$ cat src/rtl/neo_bus_pkg.sv
// Shared types and constants for the NeoGeo 68k bus responder slice.
package neo_bus_pkg;

  localparam int ADDR_W = 23;
  localparam int DATA_W = 16;
  localparam int WCNT_W = 4;
  localparam int TCNT_W = 10;

  // Value returned to the CPU when the backend never answers.
  localparam logic [DATA_W-1:0] OPEN_BUS = 16'hFFFF;

  typedef enum logic [2:0] {
    IDLE,
    REQ,
    WAIT,
    HOLD,
    DRAIN
  } bus_state_t;

  // True when the word address falls inside the decoded window.
  function automatic logic addr_hit(input logic [ADDR_W-1:0] addr,
                                    input logic [ADDR_W-1:0] base,
                                    input logic [ADDR_W-1:0] mask);
    return (addr & mask) == (base & mask);
  endfunction

endpackage

$ cat src/rtl/m68k_bus_wdog.sv
// Backend timeout watchdog: saturating cycle counter with a terminal compare.
module m68k_bus_wdog
  import neo_bus_pkg::*;
#(
  parameter int unsigned TIMEOUT = 255
) (
  input  logic CLK_24M,
  input  logic nRESET,
  input  logic clear,
  input  logic enable,
  output logic expired
);

  localparam logic [TCNT_W-1:0] TCNT_LAST = TCNT_W'(TIMEOUT - 1);
  localparam logic [TCNT_W-1:0] TCNT_MAX  = '1;

  logic [TCNT_W-1:0] tcnt;

  // Count cycles spent waiting on the backend; hold at the top value rather than wrap.
  always_ff @(posedge CLK_24M) begin
    if (!nRESET || clear) begin
      tcnt <= '0;
    end else if (enable && (tcnt != TCNT_MAX)) begin
      tcnt <= tcnt + 1'b1;
    end
  end

  assign expired = enable && (tcnt == TCNT_LAST);

endmodule

$ cat src/rtl/m68k_bus_responder.sv
// Target-side 68000 bus responder: turns one CPU bus cycle into one backend
// req/ack transaction, enforces a minimum wait-state count before nDTACK,
// and forces completion with open-bus data if the backend goes silent.
module m68k_bus_responder
  import neo_bus_pkg::*;
#(
  parameter logic [ADDR_W-1:0] ADDR_BASE   = 23'h000000,
  parameter logic [ADDR_W-1:0] ADDR_MASK   = 23'h780000,
  parameter int unsigned       WAIT_STATES = 2,
  parameter int unsigned       TIMEOUT     = 255
) (
  input  logic              CLK_24M,
  input  logic              nRESET,
  input  logic [ADDR_W-1:0] M68K_ADDR,
  input  logic [DATA_W-1:0] M68K_DATA_W,
  output logic [DATA_W-1:0] M68K_DATA_R,
  input  logic              nAS,
  input  logic              nUDS,
  input  logic              nLDS,
  input  logic              M68K_RW,
  output logic              nDTACK,
  output logic              MEM_REQ,
  output logic [ADDR_W-1:0] MEM_ADDR,
  output logic              MEM_WE,
  output logic [1:0]        MEM_BE,
  output logic [DATA_W-1:0] MEM_WDATA,
  input  logic [DATA_W-1:0] MEM_RDATA,
  input  logic              MEM_ACK,
  output logic              TIMEOUT_ERR
);

  bus_state_t state, state_next;

  logic [WCNT_W-1:0] wcnt;
  logic              cycle_start;
  logic              wait_done;
  logic              tmo_expired;
  logic              wdog_clear;
  logic              wdog_enable;

  logic latch_bus;
  logic req_drop;
  logic rdata_load;
  logic rdata_open;
  logic err_pulse;
  logic dtack_assert;
  logic dtack_release;

  // A cycle begins on a data strobe, not AS alone, so writes (DS lags AS) latch valid data.
  assign cycle_start = !nAS && !(nUDS && nLDS) && addr_hit(M68K_ADDR, ADDR_BASE, ADDR_MASK);
  assign wait_done   = wcnt >= WCNT_W'(WAIT_STATES);
  assign wdog_enable = (state == REQ) || (state == DRAIN);
  assign wdog_clear  = (state_next == IDLE);

  m68k_bus_wdog #(
    .TIMEOUT(TIMEOUT)
  ) u_wdog (
    .CLK_24M(CLK_24M),
    .nRESET (nRESET),
    .clear  (wdog_clear),
    .enable (wdog_enable),
    .expired(tmo_expired)
  );

  // State register.
  always_ff @(posedge CLK_24M) begin
    if (!nRESET) begin
      state <= IDLE;
    end else begin
      state <= state_next;
    end
  end

  // Next-state decode plus one-cycle control strobes for the output registers.
  always_comb begin
    state_next    = state;
    latch_bus     = 1'b0;
    req_drop      = 1'b0;
    rdata_load    = 1'b0;
    rdata_open    = 1'b0;
    err_pulse     = 1'b0;
    dtack_assert  = 1'b0;
    dtack_release = 1'b0;
    unique case (state)
      IDLE: begin
        if (cycle_start) begin
          latch_bus  = 1'b1;
          state_next = REQ;
        end
      end
      REQ: begin
        if (MEM_ACK) begin
          req_drop = 1'b1;
          if (nAS) begin
            state_next = IDLE;
          end else begin
            rdata_load = !MEM_WE;
            state_next = WAIT;
          end
        end else if (tmo_expired) begin
          req_drop = 1'b1;
          if (nAS) begin
            state_next = IDLE;
          end else begin
            rdata_open = !MEM_WE;
            err_pulse  = 1'b1;
            state_next = WAIT;
          end
        end else if (nAS) begin
          state_next = DRAIN;
        end
      end
      WAIT: begin
        if (nAS) begin
          state_next = IDLE;
        end else if (wait_done) begin
          dtack_assert = 1'b1;
          state_next   = HOLD;
        end
      end
      HOLD: begin
        if (nAS) begin
          dtack_release = 1'b1;
          state_next    = IDLE;
        end
      end
      DRAIN: begin
        if (MEM_ACK || tmo_expired) begin
          req_drop   = 1'b1;
          state_next = IDLE;
        end
      end
      default: state_next = IDLE;
    endcase
  end

  // Wait-state counter runs from the first REQ cycle through WAIT and saturates.
  always_ff @(posedge CLK_24M) begin
    if (!nRESET || (state_next == IDLE)) begin
      wcnt <= '0;
    end else if (((state == REQ) || (state == WAIT)) && (wcnt != '1)) begin
      wcnt <= wcnt + 1'b1;
    end
  end

  // Capture the bus cycle and hold the backend request until it completes.
  always_ff @(posedge CLK_24M) begin
    if (!nRESET) begin
      MEM_REQ   <= 1'b0;
      MEM_ADDR  <= '0;
      MEM_WE    <= 1'b0;
      MEM_BE    <= 2'b00;
      MEM_WDATA <= '0;
    end else if (latch_bus) begin
      MEM_REQ   <= 1'b1;
      MEM_ADDR  <= M68K_ADDR;
      MEM_WE    <= ~M68K_RW;
      MEM_BE    <= {~nUDS, ~nLDS};
      MEM_WDATA <= M68K_DATA_W;
    end else if (req_drop) begin
      MEM_REQ <= 1'b0;
    end
  end

  // Read data back to the CPU: backend data on ack, open bus on forced completion.
  always_ff @(posedge CLK_24M) begin
    if (!nRESET) begin
      M68K_DATA_R <= '0;
    end else if (rdata_load) begin
      M68K_DATA_R <= MEM_RDATA;
    end else if (rdata_open) begin
      M68K_DATA_R <= OPEN_BUS;
    end
  end

  // nDTACK and the timeout flag are registered so no bus input reaches them combinationally.
  always_ff @(posedge CLK_24M) begin
    if (!nRESET) begin
      nDTACK      <= 1'b1;
      TIMEOUT_ERR <= 1'b0;
    end else begin
      TIMEOUT_ERR <= err_pulse;
      if (dtack_assert) begin
        nDTACK <= 1'b0;
      end else if (dtack_release) begin
        nDTACK <= 1'b1;
      end
    end
  end

endmodule

$ cat config.mk
export PLATFORM = sky130hd
export DESIGN_NAME = m68k_bus_responder
export DESIGN_NICKNAME = d
export VERILOG_FILES = /design/src/rtl/neo_bus_pkg.sv /design/src/rtl/m68k_bus_wdog.sv /design/src/rtl/m68k_bus_responder.sv
export SDC_FILE = /design/constraint.sdc
export NUM_CORES = 1
export LEC_CHECK = 0
export BUFFER_PORTS_ARGS = -buffer_cell sky130_fd_sc_hd__buf_2
export CAP_MARGIN = 40
export CORE_MARGIN = 4
export CORE_UTILIZATION = 48
export DETAILED_ROUTE_END_ITERATION = 16
export PLACE_DENSITY = 0.88
export SLEW_MARGIN = 30
export SYNTH_ARGS = -nofsm -noshare
export SYNTH_HDL_FRONTEND = slang
export SYNTH_SLANG_ARGS = --single-unit
$ cat constraint.sdc
create_clock -name CLK_24M -period 3.4 [get_ports CLK_24M]
set_input_delay 0.34 -clock CLK_24M [delete_from_list [all_inputs] [get_ports CLK_24M]]
set_output_delay 0.34 -clock CLK_24M [all_outputs]
set_load 0.005 [all_outputs]
==> results.toml, run 1 <==
[run_status]
run_status = "finished, final reports clean"

[critical_path]
critical_path_class = "register to register"
cpMaxStageDelayCell = "sky130_fd_sc_hd__a211oi_4"
worst_ep_arrival_time_ps = 2610
critical_path.max_stage_delay_ps = 730
worst_setup_path_start_kind = "register"
critical_path_buf_inv_count = 0
critical-path-top-delay-family = "compound AO/OA/AOI/OAI gates"
sort_of_element_at_the_end_of_the_critical_path = "register"
worstPathCellList = "ha_1 > or2b_2 > nor4_4 > nand2_2 > a211oi_4 > a221oi_1"
worstPathMaxFanout = 15
cp.required_ps = 3570

[layout]
layout_common_cells = "sky130_fd_sc_hd__buf_2, sky130_fd_sc_hd__dfxtp_1, sky130_fd_sc_hd__nand2_1"
n_antenna_cell = 0
layout.cells.most_common = "sky130_fd_sc_hd__buf_2"
layout-area-overhead-vs-synth_pct = 21.3
nets = 531
drive_above_1_share_pct = 35.3
utilization_pct = 60.5

[timing]
setup_violations = 0
crit_path_time_final_ps = 2440
fin_crit_sh_pct = 71.7
slew_headroom_pct = 44.4
maxSlewViolCount = 0
skew_ps = 7.21
tightestPinTransition_ps = 832
grt_setup_unrepaired = "false"
tns_ps = 0
maxClockFrequency_mhz = 410
timing.hold.ws_ps = 241
final.setup.worst_slack_ps = 962
hold_violations = 0

[pwr]
share_seq_of_total_power_pct = 58.8
power_density_mw_per_mm2 = 379
p_switching_mw = 0.352
internal_power_mw = 1.22
comb_power_share_pct = 5.9
p_sw_share_pct = 22.4
vdd_ir_drop_max_v = 0.000286
power.share.clock_pct = 35.3
cellLeakagePower_nw = 1.96
p_total_mw = 1.57

[yosys]
postSynth.asyncResetShare_pct = 0
yosys.area_share.adder_pct = 1.46
synth.largest_area_cell = "sky130_fd_sc_hd__dfxtp_1"
synth_xor_area_share_pct = 3.36
yosysWarningCount = 0
synth_top_cell_area_share_pct = 45.6
synth_cells = 354
synth_edf_count = 0
syn-mean-instance-area_um2 = 9.67
muxShareOfSynthArea_pct = 0.585
post_synth_main_area_contributors = "sky130_fd_sc_hd__dfxtp_1, sky130_fd_sc_hd__nand2_1, sky130_fd_sc_hd__a21boi_0"
synth-seq-cells = 78
post_synthesis_compound_gate_area_fraction_pct = 21.3
dominant_combinational_cell_family_by_area_after_synthesis = "simple AND/OR/NAND/NOR gates"
syn_nets = 420
synth_cell_types = 49
seq_area_frac_synth_pct = 45.6
synth_simple_gate_area_share_pct = 21.6
synthFlopType = "sky130_fd_sc_hd__dfxtp_1"
synth_area_mm2 = 0.00342

[hold_path]
hold_path_class = "input port to register"

[die]
die_y_um = 92.5
fp.coreArea_mm2 = 0.00687
start_util_pct = 49.9
ioPinCount = 123
width_of_the_die_um = 92.5
floorplan.die_area_mm2 = 0.00855
rows = 30

[placement]
routabilityCongestion = 0.812
dp.final_hpwl_mm = 5.61
port_buffers = 122
dpl_worst_slack_ps = 979

[clocking]
clkLatencyLatePin_ps = 340
cts_hold_buffers = 0
cts_post_setup_buffers_inserted = 0
post_cts_resized = 0
cts_made_buffers = 9
cts_max_path_buffers = 2
cts.htree.levels = 3
tritoncts_num_sinks = 78
clk_pin_slew_ps = 70
cts_root_buffer = "sky130_fd_sc_hd__clkbuf_8"
cts_tree = "yes"

[detailed_routing]
dr.pass1.iters = 5
detail_route.iter0.violations = 170
routed_via_density = 5.10
detail-route-antenna-nets = 0
vias = 2873
wl_per_cell_um = 13.8
count_of_unresolved_drc_violations_after_routing = 0
routed_wl_mm = 7.75

[global_routing]
grt_max_degree = 40
antenna_found_initial = 0
grt_usage_pct = 18.7
globalRouteOverflowTotal = 0
grt_pass1_wl_mm = 13.0
first_global_vias = 2859

[flow_run]
drv_cap = 0
logic make-up after synthesis:
logic type | after synthesis
AND/OR/NAND/NOR | 141
AO/OA/AOI/OAI | 86
flip-flops | 78
buffers and inverters | 32
XOR/XNOR | 11
adder cells (fa/ha/maj) | 4
multiplexers | 2
synthesized netlist by cell type (4+ instances only):
cell,instances
sky130_fd_sc_hd__dfxtp_1,78
sky130_fd_sc_hd__nand2_1,78
sky130_fd_sc_hd__a21boi_0,36
sky130_fd_sc_hd__o211a_1,19
sky130_fd_sc_hd__nand3b_1,16
sky130_fd_sc_hd__clkbuf_1,13
sky130_fd_sc_hd__a21oi_2,10
sky130_fd_sc_hd__nor2_1,8
sky130_fd_sc_hd__xor2_1,7
sky130_fd_sc_hd__a21oi_1,6
sky130_fd_sc_hd__and3_1,6
sky130_fd_sc_hd__nand3_1,6
sky130_fd_sc_hd__buf_2,5
sky130_fd_sc_hd__buf_6,5
sky130_fd_sc_hd__ha_1,4
sky130_fd_sc_hd__inv_1,4
sky130_fd_sc_hd__nor3_1,4
registers in the layout, summed over array words and instances (netlist names):
register and count:
MEM_ADDR 23, M68K_DATA_R 16, MEM_WDATA 16, u_wdog.tcnt 10
wcnt 4, state 3, MEM_BE 2, MEM_REQ 1
MEM_WE 1, TIMEOUT_ERR 1, nDTACK 1
power groups by stage:
stage          clock [mW]  combinational [mW]  sequential (mW)
3_5_place_dp            0              0.0929            0.947
5_1_grt             0.620               0.103            0.927
6_report            0.555              0.0927            0.926
3_3_place_gp            0              0.0904            0.946
2_1_floorplan           0              0.0456            0.947
4_1_cts             0.575              0.0931            0.925
worst paths after layout:
| kind | startpoint | depth (start not counted) | slack, ps | to |
|---|---|---|---|---|
| max | u_wdog.tcnt[1]$_SDFFE_PP0P_ | 6 | 960 | u_wdog.tcnt[1]$_SDFFE_PP0P_ |
| min reg2reg | MEM_ADDR[14]$_SDFFE_PN0P_ | 2 | 460 | MEM_ADDR[14]$_SDFFE_PN0P_ |
| min | M68K_ADDR[9] | 3 | 240 | MEM_ADDR[9]$_SDFFE_PN0P_ |
| max reg2reg | u_wdog.tcnt[1]$_SDFFE_PP0P_ | 6 | 960 | u_wdog.tcnt[1]$_SDFFE_PP0P_ |
worst min-delay path, delay by kind of cell:
family          cells  cell delay (ps)
compound gates      1               60
simple gates        1               40
buf+inv             1               90
layout make-up:
| class | count | area (um2) |
|---|---|---|
| repair buffers | 127 | 652 |
| clock buffers | 11 | 131 |
| flip-flops and latches | 78 | 1560 |
| clock inverters | 2 | 12.5 |
| multi-input cells | 244 | 1660 |
| inverters | 5 | 18.8 |
| well taps | 96 | 120 |
| fillers | 605 | 2720 |
routing by layer:
layer / routed length [um] / GRT usage, % / up-vias
met3: 527 / 6.42 / 15
met5: 0 / 0 / -
li1: - / - / 1439
met1: 3190 / 21.2 / 1335
met4: 159 / 6.81 / 0
met2: 3880 / 32.4 / 84
metrics by stage:
stage / instance area, um2 / cells
3_3_place_gp: 4000 / 549
2_1_floorplan: 3420 / 354
6_report: 4150 / 563
3_5_place_dp: 4000 / 549
4_1_cts: 4140 / 562
5_1_grt: 4150 / 563
Note: power is estimated with default switching activity, not from simulation.
==> inputs of run 2 (changes only) <==
--- a/config.mk
+++ b/config.mk
@@ -5,12 +5,13 @@
 export SDC_FILE = /design/constraint.sdc
 export NUM_CORES = 1
 export LEC_CHECK = 0
+export ABC_AREA = 1
 export BUFFER_PORTS_ARGS = -buffer_cell sky130_fd_sc_hd__buf_2
 export CAP_MARGIN = 40
 export CORE_MARGIN = 4
-export CORE_UTILIZATION = 48
+export CORE_UTILIZATION = 44
 export DETAILED_ROUTE_END_ITERATION = 16
-export PLACE_DENSITY = 0.88
+export PLACE_DENSITY = 0.86
 export SLEW_MARGIN = 30
 export SYNTH_ARGS = -nofsm -noshare
 export SYNTH_HDL_FRONTEND = slang
==> constraint.sdc (replaced) <==
create_clock -name CLK_24M -period 2.05 [get_ports CLK_24M]
set_input_delay 0.205 -clock CLK_24M [delete_from_list [all_inputs] [get_ports CLK_24M]]
set_output_delay 0.205 -clock CLK_24M [all_outputs]
set_load 0.005 [all_outputs]
==> results.toml, run 2 <==
[global_routing]
globalRouteOverflowTotal = 0
first_global_vias = 2934
grt_max_degree = 37
grt_pass1_wl_mm = 12.6
grt_usage_pct = 17.6
antenna_found_initial = 0

[placement]
dp.final_hpwl_mm = 5.50
placed_area_mm2 = 0.00390
numPlacedInstances = 621
port_buffers = 122
routabilityCongestion = 0.832

[detailed_routing]
wl_per_cell_um = 11.8
dr.pass1.iters = 4
routed_wl_mm = 7.53
count_of_unresolved_drc_violations_after_routing = 0
vias = 3001
detail-route-antenna-nets = 0
detail_route.iter0.violations = 94
routed_via_density = 4.72

[run_status]
run_status = "finished, final reports clean"

[timing]
maxClockFrequency_mhz = 597
skew_ps = 9.68
fin_crit_sh_pct = 81.7
grt_setup_unrepaired = "false"
tns_ps = 0
setup_violations = 0
crit_path_time_final_ps = 1670
slew_headroom_pct = 60.1
tightestPinTransition_ps = 598
hold_violations = 0
timing.hold.ws_ps = 28.4
maxSlewViolCount = 0

[yosys]
synth_cell_types = 29
seq_area_frac_synth_pct = 48.3
synth_cells = 417
syn-mean-instance-area_um2 = 7.75
synth_edf_count = 0
syn_nets = 483
synth_area_mm2 = 0.00323
yosysWarningCount = 0
synth-seq-cells = 78
synthFlopType = "sky130_fd_sc_hd__dfxtp_1"
postSynth.asyncResetShare_pct = 0
synthTopCellsByCount = "sky130_fd_sc_hd__nor2_1, sky130_fd_sc_hd__dfxtp_1, sky130_fd_sc_hd__o21ai_0"
synth_top_cell_area_share_pct = 48.3
synth.largest_area_cell = "sky130_fd_sc_hd__dfxtp_1"
post_synth_main_area_contributors = "sky130_fd_sc_hd__dfxtp_1, sky130_fd_sc_hd__nor2_1, sky130_fd_sc_hd__o21ai_0"
synth.most_common_cell = "sky130_fd_sc_hd__nor2_1"

[layout]
layout-area-overhead-vs-synth_pct = 27.3
biggestRegsByFlops = "MEM_ADDR: 23 flops, M68K_DATA_R: 16 flops, MEM_WDATA: 16 flops"
largest_register_ff_count = 23
finalInstanceArea_mm2 = 0.00411
layout_common_cells = "sky130_fd_sc_hd__buf_2, sky130_fd_sc_hd__nor2_1, sky130_fd_sc_hd__dfxtp_1"
reg_with_most_ffs = "MEM_ADDR"
n_antenna_cell = 0
stdcell_count = 636
layout.cells.most_common = "sky130_fd_sc_hd__buf_2"
nets = 602
drive_above_1_share_pct = 31.5

[die]
floorplan.die_area_mm2 = 0.00878
start_util_pct = 46.3
ioPinCount = 123
width_of_the_die_um = 93.7
fp.coreArea_mm2 = 0.00698
die_y_um = 93.7
rows = 30

[critical_path]
cpMaxStageDelayCell = "sky130_fd_sc_hd__dfxtp_1"
cp.required_ps = 2270
critical-path-top-delay-family = "simple AND/OR/NAND/NOR gates"
sort_of_element_at_the_end_of_the_critical_path = "register"
worstPathCellList = "inv_1 > ha_1 > nand3_1 > nor2_2 > nand3_4 > nand2_4 > nand2_2 > nand2_2 > a21oi_4 > buf_4 > a21oi_1"
regToRegSetupSlack_ps = 380
worstPathMaxFanout = 14
worst_setup_path_start_kind = "register"
critical_path_buf_inv_count = 2
worst_ep_arrival_time_ps = 1890
crit_top_cell = "sky130_fd_sc_hd__nand2_2"
critical_path_class = "register to register"
critical_path.max_stage_delay_ps = 400

[clocking]
post_cts_resized = 0
cts_post_setup_buffers_inserted = 0
cts_max_path_buffers = 2
cts.htree.levels = 3
cts_root_buffer = "sky130_fd_sc_hd__clkbuf_8"
tritoncts_num_sinks = 78
cts_hold_buffers = 0
clkLatencyLatePin_ps = 340
cts_made_buffers = 9
cts_tree = "yes"
clk_pin_slew_ps = 80

[pwr]
p_total_mw = 2.89
vdd_ir_drop_max_v = 0.000503
cellLeakagePower_nw = 1.96
power_density_mw_per_mm2 = 703

[flow_run]
drv_cap = 0

[hold_path]
hold_path_class = "input port to register"
## run 2: cell types whose count changed in the layout (fill, tap and decap cells not counted), sizes merged, moves of 22 or more
| cell | before | now |
|---|---|---|
| a21boi | 36 | 1 |
| nor2 | 8 | 94 |
| o21ai | 2 | 59 |
| nand2 | 79 | 45 |
| inv | 5 | 49 |
| a21oi | 16 | 38 |
## run 2: cell families (layout without fill, tap and decap cells)
family | count (synthesis) | after routing | synth area share [%]
flops | 78 | 78 | 48.3
simple gates | 155 | 155 | 20.8
compound gates | 100 | 100 | 17.2
buf+inv | 68 | 191 | 8.83
xor+xnor | 12 | 12 | 3.25
fa+ha+maj | 4 | 4 | 1.55
## run 2: metrics by stage
step | setup WS (ps) | util, %
detailed placement | 382 | 55.9
global route | 149 | 58.9
global placement | 458 | 55.9
floorplan | 545 | -
CTS | 370 | 58.9
finish | 376 | 58.9
## run 2: where the power goes
group / leakage, nW / total [mW] / switching [mW] / internal [mW]
sequential: 0.629 / 1.54 / 0.00728 / 1.53
clock: 0.109 / 1.21 / 0.531 / 0.678
combinational: 1.22 / 0.145 / 0.0750 / 0.0697
## run 2: cell type report
| class | count | area, um2 |
|---|---|---|
| clock inverter | 6 | 87.6 |
| sequential | 78 | 1560 |
| multi-input combinational | 271 | 1390 |
| tap | 96 | 120 |
| inverter | 49 | 184 |
| fill | 629 | 2870 |
| clock buffer | 9 | 124 |
| timing repair buffer | 127 | 648 |
## run 2: final timing paths
path | start | end | cells after the start
min reg2reg | MEM_ADDR[19]$_SDFFE_PN0P_ | MEM_ADDR[19]$_SDFFE_PN0P_ | 2
min | M68K_RW | MEM_WE$_SDFFE_PN0P_ | 2
max | u_wdog.tcnt[0]$_SDFFE_PP0P_ | wcnt[1]$_SDFFE_PP0P_ | 11
max reg2reg | u_wdog.tcnt[0]$_SDFFE_PP0P_ | wcnt[1]$_SDFFE_PP0P_ | 11
## run 2: layer usage
metal / vias to the layer above / GRT usage (%) / part of all wire (%)
met2: 120 / 29.3 / 46
met3: 11 / 6.33 / 10
met1: 1316 / 21.0 / 42
met5: - / 0 / 0
met4: 0 / 5.78 / 1.2
li1: 1554 / - / -
